--- config.mk ---
export PLATFORM = sky130hd
export DESIGN_NAME = scope_trigger
export DESIGN_NICKNAME = d
export VERILOG_FILES = /design/src/rtl/scope_trigger.sv
export SDC_FILE = /design/constraint.sdc
export NUM_CORES = 1
export LEC_CHECK = 0
export ABC_AREA = 1
export BUFFER_PORTS_ARGS = -buffer_cell sky130_fd_sc_hd__buf_2
export CAP_MARGIN = 20
export CORE_UTILIZATION = 50
export CTS_BUF_LIST = sky130_fd_sc_hd__clkbuf_2 sky130_fd_sc_hd__clkbuf_4 sky130_fd_sc_hd__clkbuf_8
export DETAILED_ROUTE_END_ITERATION = 6
export PLACE_DENSITY = 0.69
export SLEW_MARGIN = 20
export SYNTH_ARGS = -nofsm -noshare
export SYNTH_HDL_FRONTEND = slang
export SYNTH_SLANG_ARGS = --single-unit
--- constraint.sdc ---
create_clock -name i_audio_clk -period 4.8 [get_ports i_audio_clk]
set_clock_uncertainty 0.2 [all_clocks]
set_input_delay 0.96 -clock i_audio_clk [delete_from_list [all_inputs] [get_ports i_audio_clk]]
set_output_delay 0.96 -clock i_audio_clk [all_outputs]
set_load 0.02 [all_outputs]
--- src/rtl/scope_trigger.sv ---
// Oscilloscope trigger front end: arms below the hysteresis band, fires on the next rising crossing
// (or after an auto timeout), then box-car decimates a fixed-length frame followed by a holdoff.
module scope_trigger #(
    parameter int DECIM        = 4,
    parameter int FRAME_LEN    = 560,
    parameter int TRIG_LEVEL   = 0,
    parameter int TRIG_HYST    = 256,
    parameter int HOLDOFF      = 1024,
    parameter int AUTO_TIMEOUT = 48000
) (
    input  logic               i_audio_clk,
    input  logic               i_rst_n,
    input  logic               i_valid,
    input  logic signed [15:0] i_data,
    input  logic               i_freeze,
    output logic               o_sample_valid,
    output logic signed [15:0] o_audio_data,
    output logic [1:0]         o_state,
    output logic               o_triggered,
    output logic               o_frame_done
);

    localparam int LOG2D = $clog2(DECIM);
    localparam int ACC_W = 16 + LOG2D;
    localparam int GRP_W = (LOG2D > 0) ? LOG2D : 1;
    localparam int FR_W  = $clog2(FRAME_LEN + 1);
    localparam int HO_W  = $clog2(HOLDOFF + 1);
    localparam int TO_W  = $clog2(AUTO_TIMEOUT + 1);

    localparam logic [GRP_W-1:0] GRP_LAST = GRP_W'(DECIM - 1);
    localparam logic [FR_W-1:0]  FR_LAST  = FR_W'(FRAME_LEN - 1);
    localparam logic [HO_W-1:0]  HO_LAST  = HO_W'(HOLDOFF);
    localparam logic [TO_W-1:0]  TO_LAST  = TO_W'(AUTO_TIMEOUT);
    // Two guard bits keep the thresholds exact even when the band pokes past the 16-bit range.
    localparam logic signed [17:0] LOW_TH  = 18'(TRIG_LEVEL - TRIG_HYST);
    localparam logic signed [17:0] HIGH_TH = 18'(TRIG_LEVEL + TRIG_HYST);

    typedef enum logic [1:0] {
        ST_ARMED     = 2'd0,
        ST_WAIT_RISE = 2'd1,
        ST_CAPTURE   = 2'd2,
        ST_HOLDOFF   = 2'd3
    } state_t;

    state_t                  state_q, state_d;
    logic signed [ACC_W-1:0] acc_q, acc_d;
    logic [GRP_W-1:0]        grp_q, grp_d;
    logic [FR_W-1:0]         frame_q, frame_d;
    logic [HO_W-1:0]         ho_q, ho_d;
    logic [TO_W-1:0]         to_q, to_d;
    logic                    valid_q, valid_d;
    logic signed [15:0]      data_q, data_d;
    logic                    trig_q, trig_d;
    logic                    done_q, done_d;

    logic signed [17:0]      data_ext_s;
    logic signed [ACC_W-1:0] sample_acc_s;
    logic signed [ACC_W-1:0] acc_sum_s;
    logic signed [15:0]      acc_avg_s;
    logic [TO_W-1:0]         to_inc_s;
    logic [HO_W-1:0]         ho_inc_s;
    logic                    below_s;
    logic                    above_s;
    logic                    to_hit_s;
    logic                    ho_done_s;
    logic                    grp_end_s;
    logic                    frame_end_s;
    logic                    start_s;
    logic                    real_s;

    // Per-sample arithmetic and threshold conditions feeding the state machine
    always_comb begin
        data_ext_s   = 18'(i_data);
        sample_acc_s = ACC_W'(i_data);
        acc_sum_s    = acc_q + sample_acc_s;
        acc_avg_s    = 16'(acc_sum_s >>> LOG2D);
        below_s      = (data_ext_s < LOW_TH);
        above_s      = (data_ext_s >= HIGH_TH);
        to_inc_s     = to_q + TO_W'(1);
        to_hit_s     = (to_inc_s == TO_LAST);
        ho_inc_s     = (ho_q == HO_LAST) ? ho_q : (ho_q + HO_W'(1));
        ho_done_s    = (ho_inc_s == HO_LAST);
        grp_end_s    = (grp_q == GRP_LAST);
        frame_end_s  = (frame_q == FR_LAST);
    end

    // Next-state logic: everything advances only on accepted samples
    always_comb begin
        state_d = state_q;
        acc_d   = acc_q;
        grp_d   = grp_q;
        frame_d = frame_q;
        ho_d    = ho_q;
        to_d    = to_q;
        valid_d = 1'b0;
        data_d  = data_q;
        trig_d  = trig_q;
        done_d  = 1'b0;
        start_s = 1'b0;
        real_s  = 1'b0;

        if (i_valid) begin
            case (state_q)
                ST_ARMED, ST_WAIT_RISE: begin
                    to_d = to_inc_s;
                    // A genuine rising crossing takes priority over a simultaneous timeout.
                    if ((state_q == ST_WAIT_RISE) && above_s) begin
                        start_s = 1'b1;
                        real_s  = 1'b1;
                    end else if (to_hit_s) begin
                        start_s = 1'b1;
                        real_s  = 1'b0;
                    end else if (below_s) begin
                        state_d = ST_WAIT_RISE;
                    end else begin
                        state_d = state_q;
                    end
                end
                ST_CAPTURE: begin
                    if (grp_end_s) begin
                        acc_d   = '0;
                        grp_d   = '0;
                        valid_d = 1'b1;
                        data_d  = acc_avg_s;
                        if (frame_end_s) begin
                            done_d  = 1'b1;
                            frame_d = '0;
                            ho_d    = '0;
                            state_d = ST_HOLDOFF;
                        end else begin
                            frame_d = frame_q + FR_W'(1);
                        end
                    end else begin
                        acc_d = acc_sum_s;
                        grp_d = grp_q + GRP_W'(1);
                    end
                end
                ST_HOLDOFF: begin
                    ho_d = ho_inc_s;
                    if (ho_done_s && !i_freeze) begin
                        state_d = ST_ARMED;
                        ho_d    = '0;
                        to_d    = '0;
                    end else begin
                        state_d = ST_HOLDOFF;
                    end
                end
                default: begin
                    state_d = ST_ARMED;
                end
            endcase
        end else begin
            state_d = state_q;
        end

        // The triggering sample is the first member of the first group.
        if (start_s) begin
            state_d = ST_CAPTURE;
            trig_d  = real_s;
            acc_d   = sample_acc_s;
            grp_d   = GRP_W'(1);
            frame_d = '0;
            to_d    = '0;
        end else begin
            trig_d = trig_q;
        end
    end

    // State and output registers
    always_ff @(posedge i_audio_clk or negedge i_rst_n) begin
        if (!i_rst_n) begin
            state_q <= ST_ARMED;
            acc_q   <= '0;
            grp_q   <= '0;
            frame_q <= '0;
            ho_q    <= '0;
            to_q    <= '0;
            valid_q <= 1'b0;
            data_q  <= 16'sd0;
            trig_q  <= 1'b0;
            done_q  <= 1'b0;
        end else begin
            state_q <= state_d;
            acc_q   <= acc_d;
            grp_q   <= grp_d;
            frame_q <= frame_d;
            ho_q    <= ho_d;
            to_q    <= to_d;
            valid_q <= valid_d;
            data_q  <= data_d;
            trig_q  <= trig_d;
            done_q  <= done_d;
        end
    end

    assign o_sample_valid = valid_q;
    assign o_audio_data   = data_q;
    assign o_state        = state_q;
    assign o_triggered    = trig_q;
    assign o_frame_done   = done_q;

endmodule

==> results.py, run 1 <==
metrics = {
    "critical_path": {
        "cpMaxStageDelayCell": "clkinv_1",
        "cp_top_family": "buffers and inverters",
        "cp_max_fo": 18,
        "worstPathArrival_ps": 3180,
        "critical_path.cell_chain": "buf_2 -> clkinv_1 -> nor2_4 -> inv_1 -> nor2_1 -> clkinv_1 -> o21ai_0",
        "slowest_delay_ps": 660,
        "rr_worst_depth": 8,
        "worstSetupPathType": "input port to flop",
        "crit_cells": 7,
        "cp-start-kind": "input port",
        "required_ps": 4860,
        "path_buf_inv": 4,
        "cp_common_cell": "clkinv_1",
        "setup.worst_path.end_class": "flop",
    },
    "floorplan": {
        "design.die.area_sq_um": 10300,
        "core.rowCount": 35,
        "initial_utilization_pct": 52.6,
        "die_x_um": 101,
        "io_pins": 41,
        "die_height_um": 101,
        "core_area_sq_um": 9370,
    },
    "cts": {
        "cts_tree": "yes",
        "cts.sinks": 78,
        "insertion_delay_ps": 350,
        "numCtsBuffers": 9,
        "clkTransAtPathRegs_ps": 90,
        "post_cts_buffers": 0,
        "h-tree-depth": 3,
        "cts_hold_buf": 0,
        "clockBufferDepth": 2,
        "post_cts_resized": 0,
        "clockRootBuffer": "clkbuf_8",
    },
    "sta": {
        "fin_crit_sh_pct": 65.0,
        "hold_viol": 0,
        "rsz0062_at_grt": "no",
        "finalSetupTns_ps": 0,
        "min_period_ps": 3120,
        "setup_violations": 0,
        "fmaxAchievable_ghz": 0.320,
        "worst_pin_slew_ps": 768,
        "max_slew_margin_pct": 48.1,
        "finalMaxSlewViolations": 0,
        "whs_ps": 277,
    },
    "yosys": {
        "synth_area_sq_um": 4930,
        "synth_top_area_share_pct": 39.6,
        "synth.avg_cell_area_sq_um": 7.40,
        "synth_warnings": 0,
        "synth.top_cells.by_area": "dfrtp_1 (40%), nand2_1 (16%), nand3_1 (5.9%), ha_1 (5.8%), inv_1 (5.0%)",
        "yosysTopAreaCell": "dfrtp_1",
        "yosys-top-cells-count": "nand2_1 (212), dfrtp_1 (78), inv_1 (66)",
        "async_reset_ff_share_pct": 100,
        "synth_cell_types": 43,
        "synth-seq-area-share_pct": 39.6,
        "syn_inst": 666,
        "synth_edf_count": 0,
        "synth_nets": 710,
        "ys_ff_latch": 78,
        "synth_most_common_cell": "nand2_1",
        "ys.flop_type": "dfrtp_1",
    },
    "run_status": {
        "status": "completed",
    },
    "drt": {
        "routed_wl_um": 11500,
        "dr.pass1.iters": 4,
        "final_antenna_net_count": 0,
        "drt_iter0_markers": 174,
        "via_count": 4463,
        "viasPerCell": 5.29,
        "wire_per_inst_um": 13.6,
        "drc": 0,
    },
    "global_route": {
        "grt_max_degree": 79,
        "met1_usage_pct": 32.8,
        "gr-max-usage-layer": "met2",
        "overflow": 0,
        "antenna_found_initial": 1,
        "grt_pass1_wl_um": 19800,
        "met2_usage_pct": 40.3,
        "grt_use_met3_pct": 3.38,
        "track_usage_pct": 24.3,
        "grt_pass1_vias": 4334,
    },
    "power_and_ir_drop": {
        "power.internal_mw": 1.79,
        "pwr-share-clk_pct": 18.8,
        "peakVddDrop_v": 0.000274,
        "netSwitchingFraction_pct": 44.3,
        "power_density_nw_per_um2": 586,
        "p_comb_share_pct": 46.0,
        "power.leakage_nw": 2.64,
        "p_seq_share_pct": 35.2,
        "p_switching_mw": 1.43,
    },
    "hold_path": {
        "worstHoldPathCells": 2,
        "hold_path.class": "flop to flop",
    },
    "finish": {
        "layout.nets": 753,
        "drive_gt1_share_pct": 11.3,
        "final_design_area_no_fill_sq_um": 5500,
        "syn2layout_area_growth_pct": 11.6,
        "antenna_cells": 0,
    },
    "placed_design": {
        "place_area_sq_um": 5240,
        "io_buffers": 40,
        "dpl.hpwl_um": 8370,
        "place_congestion": 0.869,
    },
    "run": {
        "maxCapViolCount": 0,
    },
}
## final timing paths
check                                start          endpoint  slack [ps]
max                                i_valid   o_audio_data[2]        1680
min                        o_audio_data[0]   o_audio_data[0]         280
max reg2reg                     o_state[1]   o_audio_data[2]        1970
min reg2reg                o_audio_data[0]   o_audio_data[0]         280
max in group asynchronous          i_rst_n  o_audio_data[15]        3460
min in group asynchronous          i_rst_n           ho_q[3]         430
## stage by stage
step / power, mW / instances / worst slack, ps / utilization (%)
after global routing: 3.51 / 843 / 1420 / 58.7
after floorplan: 2.23 / 666 / 1980 / -
final: 3.22 / 843 / 1680 / 58.7
after global placement: 2.57 / 827 / 1490 / 56.0
after detailed placement: 2.61 / 827 / 1300 / 56.0
after CTS: 3.23 / 843 / 1680 / 58.6
## per-layer routing
| layer | wire length, um | up-vias |
|---|---|---|
| li1 | - | 2270 |
| met1 | 5500 | 2095 |
| met2 | 5300 | 77 |
| met3 | 420 | 19 |
| met4 | 211 | 2 |
| met5 | 17 | - |
## power by group through the flow
stage          clock, mW  sequential, mW  combinational, mW
6_report           0.606            1.13               1.48
4_1_cts            0.620            1.13               1.48
3_5_place_dp           0            1.14               1.47
5_1_grt            0.644            1.17               1.69
3_3_place_gp           0            1.13               1.43
2_1_floorplan          0            1.18               1.05
## area by class of cell
| class | count | area, sq um |
|---|---|---|
| Clock buffer | 9 | 124 |
| Clock inverter | 7 | 123 |
| Fill cell | 909 | 3870 |
| Inverter | 70 | 263 |
| Multi-Input combinational cell | 508 | 2660 |
| Sequential cell | 78 | 1950 |
| Tap cell | 129 | 161 |
| Timing Repair Buffer | 42 | 221 |
## logic make-up (layout without fill, tap and decap cells)
logic type               count (synthesis)  after routing  synth area share [%]
adder cells (fa/ha/maj)                 24             24                  6.25
flip-flops                              78             78                  39.6
AND/OR/NAND/NOR                        375            375                  33.6
buffers and inverters                   80            128                  6.58
AO/OA/AOI/OAI                           87             87                  10.0
XOR/XNOR                                22             22                  3.91
## registers in the layout, indices dropped and copies added (netlist names)
| name | cells |
|---|---|
| acc_q | 18 |
| frame_q | 10 |
| grp_q | 2 |
| ho_q | 11 |
| o_audio_data | 16 |
| o_frame_done | 1 |
| o_sample_valid | 1 |
| o_state | 2 |
| o_triggered | 1 |
| to_q | 16 |
## tightest hold or removal path, delay by kind of cell, from the launching register on
| kind | cells | cell delay (ps) |
|---|---|---|
| flip-flops | 1 | 350 |
| AND/OR/NAND/NOR | 2 | 110 |
## cell usage in the layout (no fill, tap or decap), types with 9 or more instances in the layout
master | netlist | layout
nand2_1 | 212 | 212
dfrtp_1 | 78 | 78
inv_1 | 66 | 66
nand3_1 | 58 | 58
nor2_1 | 53 | 53
o21ai_0 | 47 | 47
buf_2 | 3 | 39
ha_1 | 23 | 23
nand4_1 | 19 | 19
xor2_1 | 17 | 17
a21oi_1 | 15 | 15
clkbuf_8 | 0 | 9
Note: power is estimated with default switching activity, not from simulation.
==> run 2, diff against run 1 <==
Settings changed: PLACE_DENSITY 0.69 to 0.71.
Clock period 4.8 ns to 2.6 ns, I/O delays scaled along.
==> run 2 against run 1 <==
  * Combinational power up 94%
  * Sequential share of layout area down 0.61 points
  * Total power is 80% higher
  * Non-clock buffer count grew 19
  * Global-route usage decreased by 0.15 points
  * Critical endpoint is now to_q[12]
==> results.py, run 2 (synthesized netlist as in run 1, its figures left out) <==
metrics = {
    "finish": {
        "syn2layout_area_growth_pct": 13.6,
        "fin_util_pct": 59.7,
        "antenna_cells": 0,
        "drive_gt1_share_pct": 13.9,
        "layout.nets": 772,
        "largest-register": "acc_q",
        "n_fill_cell": 884,
        "layout_commonest_cell": "nand2_1",
        "largest_reg_flops": 18,
        "final_cell_mix": "nand2_1 (212), dfrtp_1 (78), inv_1 (66)",
    },
    "drt": {
        "drt_iter0_markers": 185,
        "wire_per_inst_um": 13.2,
        "final_antenna_net_count": 0,
        "dr.pass1.iters": 4,
        "via_count": 4529,
        "drc": 0,
        "viasPerCell": 5.25,
        "routed_wl_um": 11400,
    },
    "global_route": {
        "overflow": 0,
        "grt_pass1_vias": 4373,
        "antenna_found_initial": 0,
        "gr-max-usage-layer": "met2",
        "grt_pass1_wl_um": 19500,
        "track_usage_pct": 24.2,
        "met1_usage_pct": 31.9,
        "grt_max_degree": 57,
        "grt_use_met3_pct": 4.62,
        "met2_usage_pct": 40.0,
    },
    "critical_path": {
        "timing.rr.start": "to_q[0]",
        "critical_path.cell_chain": "buf_4 -> nand3_2 -> nor2_2 -> nand2_2 -> o21ai_0 -> nand2_1 -> nand2_1 -> nor2_2 -> nand3_2 -> nand2_8 -> nor3_4 -> nand2_1 -> o21ai_0",
        "cp_max_fo": 9,
        "path_buf_inv": 1,
        "required_ps": 2670,
        "worstPathArrival_ps": 2440,
        "cpMaxStageDelayCell": "nor3_4",
        "cp_top_family": "simple AND/OR/NAND/NOR gates",
        "worstSetupPathType": "flop to flop",
        "cp-start-kind": "flop",
        "cp-startpoint": "to_q[0]",
        "rr_worst_depth": 13,
        "setup.worst_path.end_class": "flop",
        "slowest_delay_ps": 370,
        "crit_cells": 13,
        "cp_common_cell": "nand2_1",
    },
    "floorplan": {
        "die_x_um": 101,
        "die_height_um": 101,
        "core.rowCount": 35,
        "initial_utilization_pct": 52.6,
        "io_pins": 41,
        "design.die.area_sq_um": 10300,
        "core_area_sq_um": 9370,
    },
    "sta": {
        "fin_crit_sh_pct": 91.3,
        "setup_violations": 0,
        "finalSetupTns_ps": 0,
        "max_slew_margin_pct": 50.9,
        "worst_pin_slew_ps": 736,
        "min_period_ps": 2370,
        "whs_ps": 21.4,
        "finalMaxSlewViolations": 0,
        "fmaxAchievable_ghz": 0.421,
        "hold_viol": 0,
        "setup_ws_ps": 227,
        "rsz0062_at_grt": "yes",
    },
    "placed_design": {
        "io_buffers": 40,
        "dp_slack_ps": 15.6,
        "dpl.hpwl_um": 8560,
        "place_congestion": 0.933,
    },
    "run": {
        "maxCapViolCount": 0,
    },
    "power_and_ir_drop": {
        "power.leakage_nw": 2.72,
        "peakVddDrop_v": 0.000508,
        "finalPower_mw": 5.81,
        "power_density_nw_per_um2": 1040,
    },
    "hold_path": {
        "hold_path.class": "input port to async pin",
    },
    "cts": {
        "cts.sinks": 78,
        "h-tree-depth": 3,
        "post_cts_buffers": 0,
        "clockBufferDepth": 2,
        "cts_tree": "yes",
        "clkTransAtPathRegs_ps": 100,
        "numCtsBuffers": 9,
        "insertion_delay_ps": 360,
        "clockRootBuffer": "clkbuf_8",
    },
    "run_status": {
        "status": "completed",
    },
}
==> run 2: cell count changes in the layout (fill, tap and decap cells not counted), moves of 2 or more <==
| cell | before | now |
|---|---|---|
| nor2_1 | 53 | 51 |
| bufinv_16 | 3 | 0 |
| nor2_2 | 6 | 8 |
| buf_4 | 2 | 21 |
| inv_6 | 0 | 3 |
==> run 2: worst register-to-register path, delay by kind of cell (launching register included) <==
kind	cells	cell delay, ps
buffers and inverters	1	140
and+or+nand+nor	10	1320
AOI/OAI and AO/OA	2	260
DFF	1	360
==> run 2: path summary, 6_finish.rpt <==
| kind | to | slack [ps] |
|---|---|---|
| hold / removal | frame_q[9] | 20 |
| hold reg to reg | o_audio_data[0] | 280 |
| setup / recovery | to_q[12] | 230 |
| setup reg to reg | to_q[12] | 230 |
| min in group i_audio_clk | acc_q[3] | 200 |
| max in group asynchronous | o_audio_data[10] | 1480 |
==> run 2: report_power, final <==
group	internal, mW	total [mW]	switching [mW]
Combinational	1.09	2.87	1.78
Sequential	1.69	2.07	0.377
Clock	0.359	0.873	0.514
==> run 2: repair_timing <==
item | 4_1_cts | 5_1_grt
hold buffers | 0 | 0
gates resized for setup | 0 | 4
endpoints found under the hold margin | 0 | 0
setup endpoints to repair | 0 | 22
==> run 2: layout make-up <==
type	instances	area, sq um	area share, %
inverter	70	263	4.70
clock inverter	7	56.3	1.01
timing repair buffer	61	373	6.66
sequential	78	1950	34.9
clock buffer	9	124	2.21
tap	129	161	2.88
multi-input combinational	508	2670	47.7
==> run 2: stage by stage <==
stage	instance area [sq um]	instances
CTS	5580	862
floorplan	4930	666
global placement	5400	846
detailed placement	5400	846
finish	5600	862
global route	5600	862
==> run 2: routing by layer <==
metal,share of wire [%],vias to the layer above
met1,48,2125
met4,0.95,0
met2,47,82
met5,0,-
met3,4.0,9
li1,-,2313
==> run 3, diff against run 2 <==
Settings changed: PLACE_DENSITY 0.71 to 0.69.
Clock period 2.6 ns to 3.05 ns, I/O delays scaled along.
==> run 3 against run 2 <==
  * Highest routed layer unchanged
  * Setup slack better by 120 ps
  * Sequential power shrank 14%
  * Total power is 12% lower
  * Core utilization down 0.56 points
  * Via count shrank 2.0%
  * Clock-buffer cell count is 4 higher
  * Cell area is 0.94% lower
  * Worst hold slack got worse by 20 ps
  * Fmax fell by 12%
  * Largest cell class unchanged
  * Critical endpoint is now to_q[10]
  * Final cell count is 1.7% lower
==> results.py, run 3 (synthesized netlist as in run 1, its figures left out) <==
metrics = {
    "run_status": {
        "status": "completed",
    },
    "sta": {
        "hold_viol": 0,
        "finalSetupTns_ps": 0,
        "whs_ps": 1.83,
        "setup_violations": 0,
        "fin_crit_sh_pct": 88.7,
        "rsz0062_at_grt": "no",
        "max_slew_margin_pct": 49.3,
        "min_period_ps": 2710,
        "fmaxAchievable_ghz": 0.369,
        "worst_pin_slew_ps": 750,
        "finalMaxSlewViolations": 0,
    },
    "floorplan": {
        "initial_utilization_pct": 52.6,
        "design.die.area_sq_um": 10300,
        "die_x_um": 101,
        "core_area_sq_um": 9370,
        "io_pins": 41,
        "core.rowCount": 35,
        "die_height_um": 101,
    },
    "finish": {
        "layout_commonest_cell": "nand2_1",
        "final_cell_mix": "nand2_1 (212), dfrtp_1 (78), inv_1 (66)",
        "drive_gt1_share_pct": 11.7,
        "fin_cells": 847,
        "syn2layout_area_growth_pct": 12.5,
        "largest_reg_flops": 18,
        "layout.nets": 757,
        "largest-register": "acc_q",
        "antenna_cells": 0,
    },
    "cts": {
        "cts_tree": "yes",
        "post_cts_buffers": 0,
        "cts_hold_buf": 0,
        "h-tree-depth": 3,
        "cts.sinks": 78,
        "clkTransAtPathRegs_ps": 80,
        "numCtsBuffers": 9,
        "insertion_delay_ps": 350,
        "clockBufferDepth": 2,
        "post_cts_resized": 0,
        "clockRootBuffer": "clkbuf_8",
    },
    "drt": {
        "drc": 0,
        "via_count": 4437,
        "wire_per_inst_um": 13.4,
        "drt_iter0_markers": 186,
        "final_antenna_net_count": 0,
        "dr.pass1.iters": 6,
        "routed_wl_um": 11300,
        "viasPerCell": 5.24,
    },
    "critical_path": {
        "cp_max_fo": 19,
        "worstSetupPathType": "flop to flop",
        "worstPathArrival_ps": 2710,
        "setup.worst_path.end_class": "flop",
        "required_ps": 3050,
        "rr_worst_depth": 14,
        "cp-start-kind": "flop",
    },
    "power_and_ir_drop": {
        "p_comb_share_pct": 45.7,
        "power.leakage_nw": 2.68,
        "netSwitchingFraction_pct": 43.3,
        "pwr-share-clk_pct": 19.5,
        "peakVddDrop_v": 0.000463,
        "p_seq_share_pct": 34.8,
        "power_density_nw_per_um2": 920,
        "p_switching_mw": 2.21,
        "power.internal_mw": 2.90,
    },
    "global_route": {
        "grt_pass1_vias": 4326,
        "overflow": 0,
        "track_usage_pct": 24.2,
        "grt_max_degree": 44,
        "grt_pass1_wl_um": 19600,
        "antenna_found_initial": 0,
    },
    "placed_design": {
        "place_congestion": 0.879,
        "dp_cells": 831,
        "io_buffers": 40,
        "dpl.hpwl_um": 8370,
    },
    "hold_path": {
        "hold_path.class": "input port to async pin",
    },
    "run": {
        "maxCapViolCount": 0,
    },
}
run 3: layout make-up:
type | instances | area (sq um)
flip-flops and latches | 78 | 1950
repair buffers | 46 | 260
well taps | 129 | 161
fillers | 903 | 3830
multi-input cells | 508 | 2650
inverters | 70 | 263
clock buffers | 13 | 166
clock inverters | 3 | 90.1
run 3: power by group through the flow:
stage | combinational (mW) | sequential (mW) | clock [mW]
2_1_floorplan | 1.66 | 1.85 | 0
3_3_place_gp | 2.26 | 1.78 | 0
3_5_place_dp | 2.32 | 1.79 | 0
4_1_cts | 2.34 | 1.77 | 1.01
5_1_grt | 2.67 | 1.83 | 1.06
6_report | 2.33 | 1.78 | 0.995
run 3: worst paths after layout:
check	from	endpoint	slack [ps]
min	i_rst_n	ho_q[2]	2
min reg2reg	o_audio_data[4]	o_audio_data[4]	280
max	to_q[0]	to_q[10]	340
min in group i_audio_clk	o_audio_data[4]	o_audio_data[4]	280
max in group asynchronous	i_rst_n	o_sample_valid	2050
max reg2reg	to_q[0]	to_q[10]	340
run 3: layer usage:
layer  global-route usage (%)  routed length, um  vias up
li1                         -                  -     2288
met1                     31.5               5340     2059
met2                     41.9               5410       81
met3                     3.80                460        9
met4                     6.47                108        0
met5                        0                  0        -
run 3: per-stage QoR:
stage | power, mW | setup WS (ps) | utilization, % | area, sq um
3_3_place_gp | 4.04 | 256 | 56.4 | 5290
2_1_floorplan | 3.51 | 578 | - | 4930
3_5_place_dp | 4.11 | 209 | 56.4 | 5290
6_report | 5.10 | 343 | 59.1 | 5540
4_1_cts | 5.12 | 321 | 59.1 | 5540
5_1_grt | 5.56 | 142 | 59.1 | 5540
run 3: worst max-delay path, cell delays in order (launching register included):
cell	delay [ps]
dfrtp_1	440
ha_1	250
nand3_2	130
inv_2	110
nand2_2	60
nor2_1	120
nand2_1	70
nand2_1	70
nand3_1	70
nor2_1	200
nand3_2	140
nand2_4	280
inv_2	190
nand4_1	100
o21ai_0	100
